### config.mk
export PLATFORM = sky130hd
export DESIGN_NAME = reg_pipe_flat
export DESIGN_NICKNAME = d
export VERILOG_FILES = /design/src/rtl/reg_pipe_pkg.sv /design/src/rtl/reg_pipe_if.sv /design/src/rtl/dff_en_stage.sv /design/src/rtl/reg_pipe.sv /design/src/flat_wrapper.sv
export SDC_FILE = /design/constraint.sdc
export NUM_CORES = 1
export LEC_CHECK = 0
export CELL_PAD_IN_SITES_DETAIL_PLACEMENT = 0
export CELL_PAD_IN_SITES_GLOBAL_PLACEMENT = 2
export CORE_MARGIN = 4
export CORE_UTILIZATION = 38
export CTS_BUF_LIST = sky130_fd_sc_hd__clkbuf_4 sky130_fd_sc_hd__clkbuf_8
export CTS_CLUSTER_DIAMETER = 80
export DETAILED_ROUTE_END_ITERATION = 10
export PLACE_DENSITY_LB_ADDON = 0.3
export SLEW_MARGIN = 10
export SYNTH_ARGS = -nofsm -noshare
export SYNTH_HDL_FRONTEND = slang
export SYNTH_SLANG_ARGS = --single-unit
### constraint.sdc
create_clock -name clk -period 2.6 [get_ports clk]
set_clock_uncertainty 0.15 [all_clocks]
set_input_delay 0.39 -clock clk [delete_from_list [all_inputs] [get_ports clk]]
set_output_delay 0.39 -clock clk [all_outputs]
set_load 0.01 [all_outputs]
### src/rtl/reg_pipe_pkg.sv
// Purpose: shared constants and helpers for the reg_pipe register pipeline.
// Latency: n/a (package only).
// Backpressure: n/a (package only).
package reg_pipe_pkg;

   localparam int DEFAULT_WIDTH = 8;
   localparam int DEFAULT_DEPTH = 4;

   // Ceiling log2, never below 1 so a counter always has at least one bit.
   function automatic int clog2(input int value);
      int result;
      result = 0;
      for (int v = value - 1; v > 0; v = v >> 1) begin
         result++;
      end
      if (result == 0) begin
         result = 1;
      end
      return result;
   endfunction

endpackage

### src/rtl/reg_pipe_if.sv
// Purpose: bus bundle for reg_pipe; master drives en/flush/d/d_valid, slave returns q/q_valid/count.
// Latency: n/a (wiring only).
// Backpressure: none; en is a hold control, not a ready handshake.
interface reg_pipe_if
   import reg_pipe_pkg::*;
#(
   parameter int WIDTH = DEFAULT_WIDTH,
   parameter int DEPTH = DEFAULT_DEPTH,
   parameter int CW    = clog2(DEPTH + 1)
) ();

   logic             en;
   logic             flush;
   logic [WIDTH-1:0] d;
   logic             d_valid;
   logic [WIDTH-1:0] q;
   logic             q_valid;
   logic [CW-1:0]    count;

   modport master (
      output en, flush, d, d_valid,
      input  q, q_valid, count
   );

   modport slave (
      input  en, flush, d, d_valid,
      output q, q_valid, count
   );

endinterface

### src/rtl/dff_en_stage.sv
// Purpose: one pipeline register (data plus valid) with async reset, sync clear and sync enable.
// Latency: 1 enabled edge from din to dout.
// Backpressure: en=0 holds the stored value; clr overrides en.
// Ports: clk, reset (async, active-high), en, clr, din[W-1:0], dout[W-1:0].
module dff_en_stage #(
   parameter int           W         = 9,
   parameter logic [W-1:0] RESET_VAL = '0
) (
   input  logic         clk,
   input  logic         reset,
   input  logic         en,
   input  logic         clr,
   input  logic [W-1:0] din,
   output logic [W-1:0] dout
);

   always_ff @(posedge clk or posedge reset) begin
      if (reset) begin
         dout <= RESET_VAL;
      end else if (clr) begin
         dout <= RESET_VAL;
      end else if (en) begin
         dout <= din;
      end
   end

endmodule

### src/rtl/reg_pipe.sv
// Purpose: DEPTH-stage enabled register pipeline with per-stage valid and a running occupancy count.
// Latency: DEPTH enabled edges from d to q; disabled edges add no shift.
// Backpressure: en=0 freezes all stages and count; flush clears everything and wins over en.
// Ports: clk, reset (async, active-high), bus (reg_pipe_if.slave: en, flush, d, d_valid -> q, q_valid, count).
module reg_pipe
   import reg_pipe_pkg::*;
#(
   parameter int               WIDTH     = DEFAULT_WIDTH,
   parameter int               DEPTH     = DEFAULT_DEPTH,
   parameter logic [WIDTH-1:0] RESET_VAL = '0
) (
   input logic       clk,
   input logic       reset,
   reg_pipe_if.slave bus
);

   localparam int CW = clog2(DEPTH + 1);

   // Each stage carries {data, valid}; valid sits in bit 0.
   logic [WIDTH:0] stage_in  [DEPTH];
   logic [WIDTH:0] stage_out [DEPTH];
   logic [CW-1:0]  count_r;
   logic           last_valid;

   assign stage_in[0] = {bus.d, bus.d_valid};

   genvar i;
   generate
      for (i = 0; i < DEPTH; i++) begin : g_stage
         if (i > 0) begin : g_link
            assign stage_in[i] = stage_out[i-1];
         end
         dff_en_stage #(
            .W         (WIDTH + 1),
            .RESET_VAL ({RESET_VAL, 1'b0})
         ) u_stage (
            .clk   (clk),
            .reset (reset),
            .en    (bus.en),
            .clr   (bus.flush),
            .din   (stage_in[i]),
            .dout  (stage_out[i])
         );
      end
   endgenerate

   assign last_valid = stage_out[DEPTH-1][0];

   // Occupancy tracks popcount(valid) incrementally: on a shift one valid bit
   // enters at stage 0 and one leaves from the last stage, so only the
   // mismatched cases change the total.
   always_ff @(posedge clk or posedge reset) begin
      if (reset) begin
         count_r <= '0;
      end else if (bus.flush) begin
         count_r <= '0;
      end else if (bus.en) begin
         if (bus.d_valid && !last_valid) begin
            count_r <= count_r + CW'(1);
         end else if (!bus.d_valid && last_valid) begin
            count_r <= count_r - CW'(1);
         end
      end
   end

   assign bus.q       = stage_out[DEPTH-1][WIDTH:1];
   assign bus.q_valid = last_valid;
   assign bus.count   = count_r;

endmodule

### src/flat_wrapper.sv
// flat-port wrapper written by rule: the top's interface ports become plain ports
module reg_pipe_flat import reg_pipe_pkg::*;
#(
   parameter int               WIDTH     = DEFAULT_WIDTH,
   parameter int               DEPTH     = DEFAULT_DEPTH,
   parameter logic [WIDTH-1:0] RESET_VAL = '0
)
  (clk, reset, bus_en, bus_flush, bus_d, bus_d_valid, bus_q, bus_q_valid, bus_count);
  reg_pipe_if #(.WIDTH(WIDTH), .DEPTH(DEPTH)) bus_i ();
  input logic clk;
  input logic reset;
  input wire logic [$bits(bus_i.en)-1:0] bus_en;
  input wire logic [$bits(bus_i.flush)-1:0] bus_flush;
  input wire logic [$bits(bus_i.d)-1:0] bus_d;
  input wire logic [$bits(bus_i.d_valid)-1:0] bus_d_valid;
  output wire logic [$bits(bus_i.q)-1:0] bus_q;
  output wire logic [$bits(bus_i.q_valid)-1:0] bus_q_valid;
  output wire logic [$bits(bus_i.count)-1:0] bus_count;
  assign bus_i.en = bus_en;
  assign bus_i.flush = bus_flush;
  assign bus_i.d = bus_d;
  assign bus_i.d_valid = bus_d_valid;
  assign bus_q = bus_i.q;
  assign bus_q_valid = bus_i.q_valid;
  assign bus_count = bus_i.count;
  reg_pipe #(.WIDTH(WIDTH), .DEPTH(DEPTH), .RESET_VAL(RESET_VAL)) u_core (.clk(clk), .reset(reset), .bus(bus_i));
endmodule
=== Word level (Yosys, flattened, before mapping) ===
Index checks and enable logic that the tools add are counted.

* Add/subtract/negate cells: 2
* $mul: 0
* Divide/modulo/power cells: 0
* $lt $le $gt $ge: 0
* Eq/ne operators: 0
* Shift operators: 0
* Mux-type cells: 12
* Bitwise operators: 0
* Reductions and logical operators: 7

{| class="wikitable"
|+ Operators with widths
! kind !! number
|-
| 2-to-1 mux 9 bit || 8
|-
| 2-to-1 mux 3 bit || 4
|-
| adder 3 x 1 -> 3 bit, second input constant || 1
|-
| nonzero test 3 bit || 1
|-
| subtractor 3 x 1 -> 3 bit, second input constant || 1
|-
| logical AND 1 bit || 2
|-
| logical NOT 1 bit || 2
|-
| AND reduction 2 bit || 1
|-
| nonzero test 2 bit || 1
|}

* Register bits: 39
* Bits in latches: 0
* RAM bits: 0
* Bits in read-only memories: 0
* Output and inout port bits: 12
* Word-level logic and storage cells: 26
* Memories: 0

=== Depth between registers and ports, before layout ===
Gate-level depths: netlist of the first run.

* Depth in word-level cells: 6
* Depth in mapped cells: 6
* Depth with buffers taken out: 6

=== Modules after synthesis ===
From an unflattened synthesis of the first run, not the netlist that was laid out.

* Cell total of the unflattened synthesis: 143
* Area, all modules: 1705.4 µm²

{| class="wikitable"
|+ By module, submodules not included
! module !! instances !! cells an instance !! area each (µm²) !! sequential area each (µm²)
|-
| dff_en_stage || 4 || 30 || 367.9 || 225.2
|-
| reg_pipe || 1 || 23 || 234.0 || 75.1
|}

=== Worst setup path before layout of the first run ===
No wires, ideal clock.

* Path type: register -> register
* Start point: reg u_core.g_stage[3].u_stage.dout[0]
* End point: reg u_core.count_r[2], in the netlist u_core.bus.count[2]
* Arrival time: 1691 ps
* Required time: 2325 ps
* Slack: 634 ps
* Cell stages (with the launch flop): 7
* Path buffers: 0
* Clock period less this slack: 1966 ps
* Cells stage by stage: dfrtp_1 > nand2b_4 > inv_1 > fa_1 > nand2b_1 > o22ai_2 > mux2_4

* Longest elaborated chain between the ends: 5

{| class="wikitable"
|+ Ends and longest elaborated chain
! element !! RTL line !! RTL
|-
| from (decl) || dff_en_stage.sv:14 || <nowiki>output logic [W-1:0] dout</nowiki>
|-
| from (signal assigned) || dff_en_stage.sv:23 || <nowiki>dout <= din;</nowiki>
|-
| logical NOT 1 bit || reg_pipe.sv:58 || <nowiki>if (bus.d_valid && !last_valid) begin</nowiki>
|-
| logical AND 1 bit || reg_pipe.sv:58 ||
|-
| 2-to-1 mux 3 bit || reg_pipe.sv:58 ||
|-
| 2-to-1 mux 3 bit || reg_pipe.sv:57 || <nowiki>end else if (bus.en) begin</nowiki>
|-
| 2-to-1 mux 3 bit || reg_pipe.sv:55 || <nowiki>end else if (bus.flush) begin</nowiki>
|-
| to (signal assigned) || reg_pipe.sv:59 || <nowiki>count_r <= count_r + CW'(1);</nowiki>
|-
| to (signal assigned) || reg_pipe.sv:61 || <nowiki>count_r <= count_r - CW'(1);</nowiki>
|-
| to (decl) || reg_pipe.sv:22 || <nowiki>logic [CW-1:0] count_r;</nowiki>
|}

Parallel ways exist; a longest one is shown, timed or not. The select of a mux whose other input is x is not followed.
A chain may end at the register's enable or synchronous reset.

=== Final worst setup path of the first run ===
* Start point: in bus_d_valid
* End point: reg u_core.count_r[2], in the netlist u_core.bus.count[2]

* Longest elaborated chain between the ends: 4

{| class="wikitable"
|+ Ends and longest elaborated chain
! element !! RTL line !! RTL
|-
| from (decl) || flat_wrapper.sv:15 || <nowiki>input wire logic [$bits(bus_i.d_valid)-1:0] bus_d_valid;</nowiki>
|-
| logical AND 1 bit / logical NOT 1 bit (equally long branches) || reg_pipe.sv:58, reg_pipe.sv:60 ||
|-
| 2-to-1 mux 3 bit / logical AND 1 bit (equally long branches) || reg_pipe.sv:58, reg_pipe.sv:60 ||
|-
| 2-to-1 mux 3 bit / nonzero test 3 bit (equally long branches) || - ||
|-
| 2-to-1 mux 3 bit / AND reduction 2 bit (equally long branches) || - ||
|}

Parallel ways exist; a longest one is shown, timed or not. The select of a mux whose other input is x is not followed.

==> flow_summary.toml, run 1 <==
[setup_path]
critPathCaptureType = "flip-flop"
crit_required_ns = 2.63
r2r_slack_ns = 0.60
arrival_ns = 2.14
critPathKind = "in2reg"
cp-start-kind = "input port"
worstPathMaxFanout = 3

[final_layout]
num-fill-cells = 408
syn2layout_area_growth_pct = 21.90
drive_above_1_share = 0.1205
n_antenna_cell = 0
final_nets = 179

[clock_network]
cts_made_buffers = 5
ctsLongestPathBuffers = 2
h-tree-depth = 2
cts_tree = "done"
post-cts-setup-buffers = 0
root_buffer = "clkbuf_8"
clock_latency_ns = 0.29
clk_transition_reported_paths_ns = 0.08
hold_buffers = 0
post_cts_resized = 0
cts.sinks = 39

[yosys]
netlist_area_um2 = 1737
synth_area_leaders = "dfrtp_1 (56%), mux2i_1 (21%), nor2_1 (8.9%)"
synth_nets = 153
synth_top_cell_by_area = "dfrtp_1"
synth_top_area_frac = 0.5620
ys_seq_area_frac = 0.5620
synth_warnings = 0
synth_cell_types = 15
syn_avg_cell_area_um2 = 12.49
synthCells = 139
synth_seq_cells = 39

[global_route]
antenna_found_initial = 0
overflow = 0
grt_pass1_vias = 1019
use_met3 = 0.04485
grt_first_pass_wirelength_mm = 4.933
track_usage = 0.1154
grt_max_degree = 43
use_met1 = 0.1574
grt_util_met2 = 0.1649
top_usage_layer = "met2"

[sta]
hold_violations = 0
slew_headroom = 0.6622
rsz0062_at_grt = "false"
setup_viol_count_final = 0
fmax_ghz = 0.4748
worst_pin_slew_ns = 0.5067
final.min_clock_period_ns = 2.106
fin_setup_tns_ns = 0
post-route-period-util = 0.8100
slew_viol_final = 0

[floorplanning]
coreArea_um2 = 4384
die_h_um = 75.61
ioPinCount = 25
rows = 24
die_w_um = 75.61
initial_core_util = 0.3961
die_area_um2 = 5716

[place]
numPortBuffers = 24
gp_congestion = 0.7047
hpwl_mm = 1.960

[status]
outcome = "completed"

[drt]
avgRoutedWirePerCell_um = 13.15
route.detailed.drc = 0
drt_iter0_drc = 43
ant_nets = 0
vias = 1025
drtPass1Iterations = 4
routed_via_density = 4.702
finalWirelength_mm = 2.866

[flow_run]
max_cap_violations = 0

[power_and_ir_drop]
p_per_area_nw_per_um2 = 637.6
leakage_nw = 1.049
max-vdd-ir-drop_uv = 308.6
total_power_w = 0.001350

[min_path]
hp-class = "in2async"
-- synthesized netlist by cell type --
master / count
nor2_1: 41
dfrtp_1: 39
mux2i_1: 36
buf_2: 4
inv_1: 4
buf_12: 3
mux2_4: 3
nand2b_4: 2
a21boi_2: 1
buf_6: 1
fa_1: 1
nand2_4: 1
nand2b_1: 1
nor2b_1: 1
o22ai_2: 1
-- per-stage QoR --
stage | util | area (µm²) | worst slack [ns] | hold slack [ns] | std cells
floorplan | - | 1737 | 0.6340 | 0.3359 | 139
global placement | 0.4518 | 1981 | 0.2399 | 0.3506 | 210
detailed placement | 0.4518 | 1981 | 0.1769 | 0.3595 | 210
CTS | 0.4829 | 2117 | 0.4894 | 0.3782 | 218
global route | 0.4829 | 2117 | 0.4286 | 0.4092 | 218
finish | 0.4829 | 2117 | 0.4940 | 0.3692 | 218
-- report_power, final --
group / total (W) / switching [W] / internal [W]
clock: 0.000589 / 0.000207 / 0.000382
sequential: 0.000636 / 0.0000113 / 0.000625
combinational: 0.000125 / 0.0000625 / 0.0000620
-- registers in the layout (all words and copies together), names as in the netlist --
name                         flops
u_core.bus.count                 3
u_core.g_stage.u_stage.dout     36
-- layout by cell type, fill, tap and decap left out, drive strengths merged, types with 2 or more instances in the layout --
master          n
nor2           41
dfrtp          39
mux2i          36
clkdlybuf4s50  23
clkbuf          5
inv             4
buf             4
mux2            3
nand2b          3
bufinv          2
-- cell families after synthesis --
family | count (synthesis) | share of synthesized area
simple gates | 46 | 0.1182
mux | 39 | 0.2334
fa+ha+maj | 1 | 0.01153
flops | 39 | 0.5620
buf+inv | 12 | 0.06124
compound gates | 2 | 0.01369
-- critical path, stage by stage --
cell and delay, ns:
clkdlybuf4s50_1 0.49, nand2b_4 0.13, inv_1 0.05, fa_1 0.41
nand2b_1 0.18, o22ai_2 0.18, mux2_4 0.31
-- final timing paths --
path,endpoint,from,cells past startpoint
worst max-delay path,u_core.bus.count[2]$_DFFE_PP0P_,bus_d_valid,7
worst max register to register,u_core.bus.count[2]$_DFFE_PP0P_,u_core.g_stage[3].u_stage.dout[0]$_DFFE_PP0P_,6
worst min-delay path,u_core.g_stage[3].u_stage.dout[4]$_DFFE_PP0P_,reset,3
min in group clk,u_core.g_stage[0].u_stage.dout[8]$_DFFE_PP0P_,u_core.g_stage[0].u_stage.dout[8]$_DFFE_PP0P_,2
worst min register to register,u_core.g_stage[0].u_stage.dout[8]$_DFFE_PP0P_,u_core.g_stage[0].u_stage.dout[8]$_DFFE_PP0P_,2
max in group asynchronous,u_core.g_stage[1].u_stage.dout[7]$_DFFE_PP0P_,reset,3
-- cell type report --
cell class | count | area [µm²] | share of cell area
sequential | 39 | 975.9 | 0.4610
multi-input combinational | 88 | 654.4 | 0.3091
timing repair buffer | 27 | 270.3 | 0.1277
clock buffer | 5 | 68.82 | 0.03251
clock inverter | 3 | 67.56 | 0.03191
tap | 52 | 65.06 | 0.03073
inverter | 4 | 15.01 | 0.007092
-- layer usage --
metal / wire length [µm] / share of wire
met1: 1435 / 0.50
met2: 1221 / 0.43
met3: 166 / 0.058
met4: 42 / 0.015
met5: 0 / 0
No activity file was read; power rests on OpenSTA's default activity.
==> inputs of run 2 (changes only) <==
==> constraint.sdc (replaced) <==
create_clock -name clk -period 2 [get_ports clk]
set_clock_uncertainty 0.15 [all_clocks]
set_input_delay 0.3 -clock clk [delete_from_list [all_inputs] [get_ports clk]]
set_output_delay 0.3 -clock clk [all_outputs]
set_load 0.01 [all_outputs]
==> flow_summary.toml, run 2 (synthesis results as in run 1) <==
[floorplanning]
coreArea_um2 = 4384
rows = 24
initial_core_util = 0.3961
die_area_um2 = 5716
die_h_um = 75.61
die_w_um = 75.61
ioPinCount = 25

[final_layout]
syn2layout_area_growth_pct = 21.04
largest_reg_flops = 36
stdcell_count = 224
top_register = "u_core.g_stage.u_stage.dout"
final_area_um2 = 2102
layout_common_cells = "nor2_1 (41), dfrtp_1 (39), mux2i_1 (36)"
n_antenna_cell = 0
final_util = 0.4795
final_nets = 185
mostFrequentLayoutCell = "nor2_1"
drive_above_1_share = 0.1512
num-fill-cells = 406

[drt]
dr.max_layer_used = "met4"
wl_met3_um = 115
drt_iter0_drc = 48
wl_met2_mm = 1.280
ant_nets = 0
drtPass1Iterations = 4
avgRoutedWirePerCell_um = 13.04
met1Wirelength_mm = 1.500
routed_via_density = 4.589
route.detailed.drc = 0
vias = 1028
finalWirelength_mm = 2.920

[power_and_ir_drop]
max-vdd-ir-drop_uv = 457.9
leakage_nw = 1.058
p_per_area_nw_per_um2 = 722.1
total_power_w = 0.001518

[place]
place_area_um2 = 2013
dpl.cell_count = 216
gp_congestion = 0.7450
numPortBuffers = 24
hpwl_mm = 2.009

[clock_network]
clock_latency_ns = 0.27
cts_made_buffers = 5
cts.sinks = 39
hold_buffers = 0
root_buffer = "clkbuf_8"
post-cts-setup-buffers = 0
clk_transition_reported_paths_ns = 0.08
ctsLongestPathBuffers = 2
h-tree-depth = 2
cts_tree = "done"
post_cts_resized = 0

[setup_path]
cp-start-kind = "input port"
critPathCaptureType = "flip-flop"
timing.rr.start = "u_core.bus.count[0]$_DFFE_PP0P_"
critPathKind = "in2reg"
worstPathMaxFanout = 2
arrival_ns = 1.94
startpoint = "bus_d_valid"
crit_required_ns = 2.02

[global_route]
grt_first_pass_wirelength_mm = 4.823
track_usage = 0.1132
grt_max_degree = 40
antenna_found_initial = 0
overflow = 0
grt_pass1_vias = 995

[sta]
final.min_clock_period_ns = 1.918
slew_viol_final = 0
fmax_ghz = 0.5214
worst_pin_slew_ns = 0.4784
rsz0062_at_grt = "false"
hold_violations = 0
setup_viol_count_final = 0
post-route-period-util = 0.9590
slew_headroom = 0.6811
fin_setup_tns_ns = 0

[status]
outcome = "completed"

[min_path]
hp-class = "in2async"

[flow_run]
max_cap_violations = 0
## run 2: cell types whose count changed in the layout (fill, tap and decap cells not counted), sizes merged
cell      previous run  this run
bufinv               2         0
clkinv               0         1
buf                  4        10
clkbuf               5         7
clkinvlp             1         0
## run 2: path summary, 6_finish.rpt
path                                                                 endpoint  slack [ns]  cells past startpoint
worst max-delay path                          u_core.bus.count[2]$_DFFE_PP0P_        0.08                      7
worst min-delay path            u_core.g_stage[3].u_stage.dout[4]$_DFFE_PP0P_        0.29                      3
worst max register to register                u_core.bus.count[2]$_DFFE_PP0P_        0.19                      5
worst min register to register  u_core.g_stage[0].u_stage.dout[4]$_DFFE_PP0P_        0.37                      2
max in group asynchronous       u_core.g_stage[0].u_stage.dout[5]$_DFFE_PP0P_        1.07                      3
min in group clk                              u_core.bus.count[2]$_DFFE_PP0P_        0.36                      4
## run 2: final cells by class
class / count / area [µm²] / area share
Tap cell: 52 / 65.06 / 0.03095
Inverter: 4 / 15.01 / 0.007143
Timing Repair Buffer: 33 / 302.8 / 0.1440
Clock inverter: 1 / 5.005 / 0.002381
Clock buffer: 7 / 83.83 / 0.03988
Sequential cell: 39 / 975.9 / 0.4643
Multi-Input combinational cell: 88 / 654.4 / 0.3113
## run 2: critical path, cell delays in order
cell and delay [ns]:
clkdlybuf4s50_1 0.48, nand2b_4 0.10, inv_1 0.05, fa_1 0.37, nand2b_1 0.17, o22ai_2 0.16
mux2_4 0.31
## run 2: per-layer routing
layer / vias up / track usage
li1: 518 / -
met1: 492 / 0.1546
met2: 16 / 0.1697
met3: 2 / 0.03166
met4: 0 / 0.04660
met5: - / 0
## run 2: report_power, final
part	internal, W	total, W	switching (W)	leakage (nW)
logic	0.0000854	0.000169	0.0000833	0.475
registers	0.000813	0.000827	0.0000143	0.535
clock network	0.000272	0.000522	0.000250	0.0491
total	0.00117	0.00152	0.000348	1.06
## run 2: metrics by stage
stage	hold slack, ns	setup slack [ns]
after detailed placement	0.3648	-0.2166
after global routing	0.3437	0.03819
after CTS	0.3173	0.08238
after floorplan	0.3063	0.03399
after global placement	0.3511	-0.1424
final	0.2867	0.08195
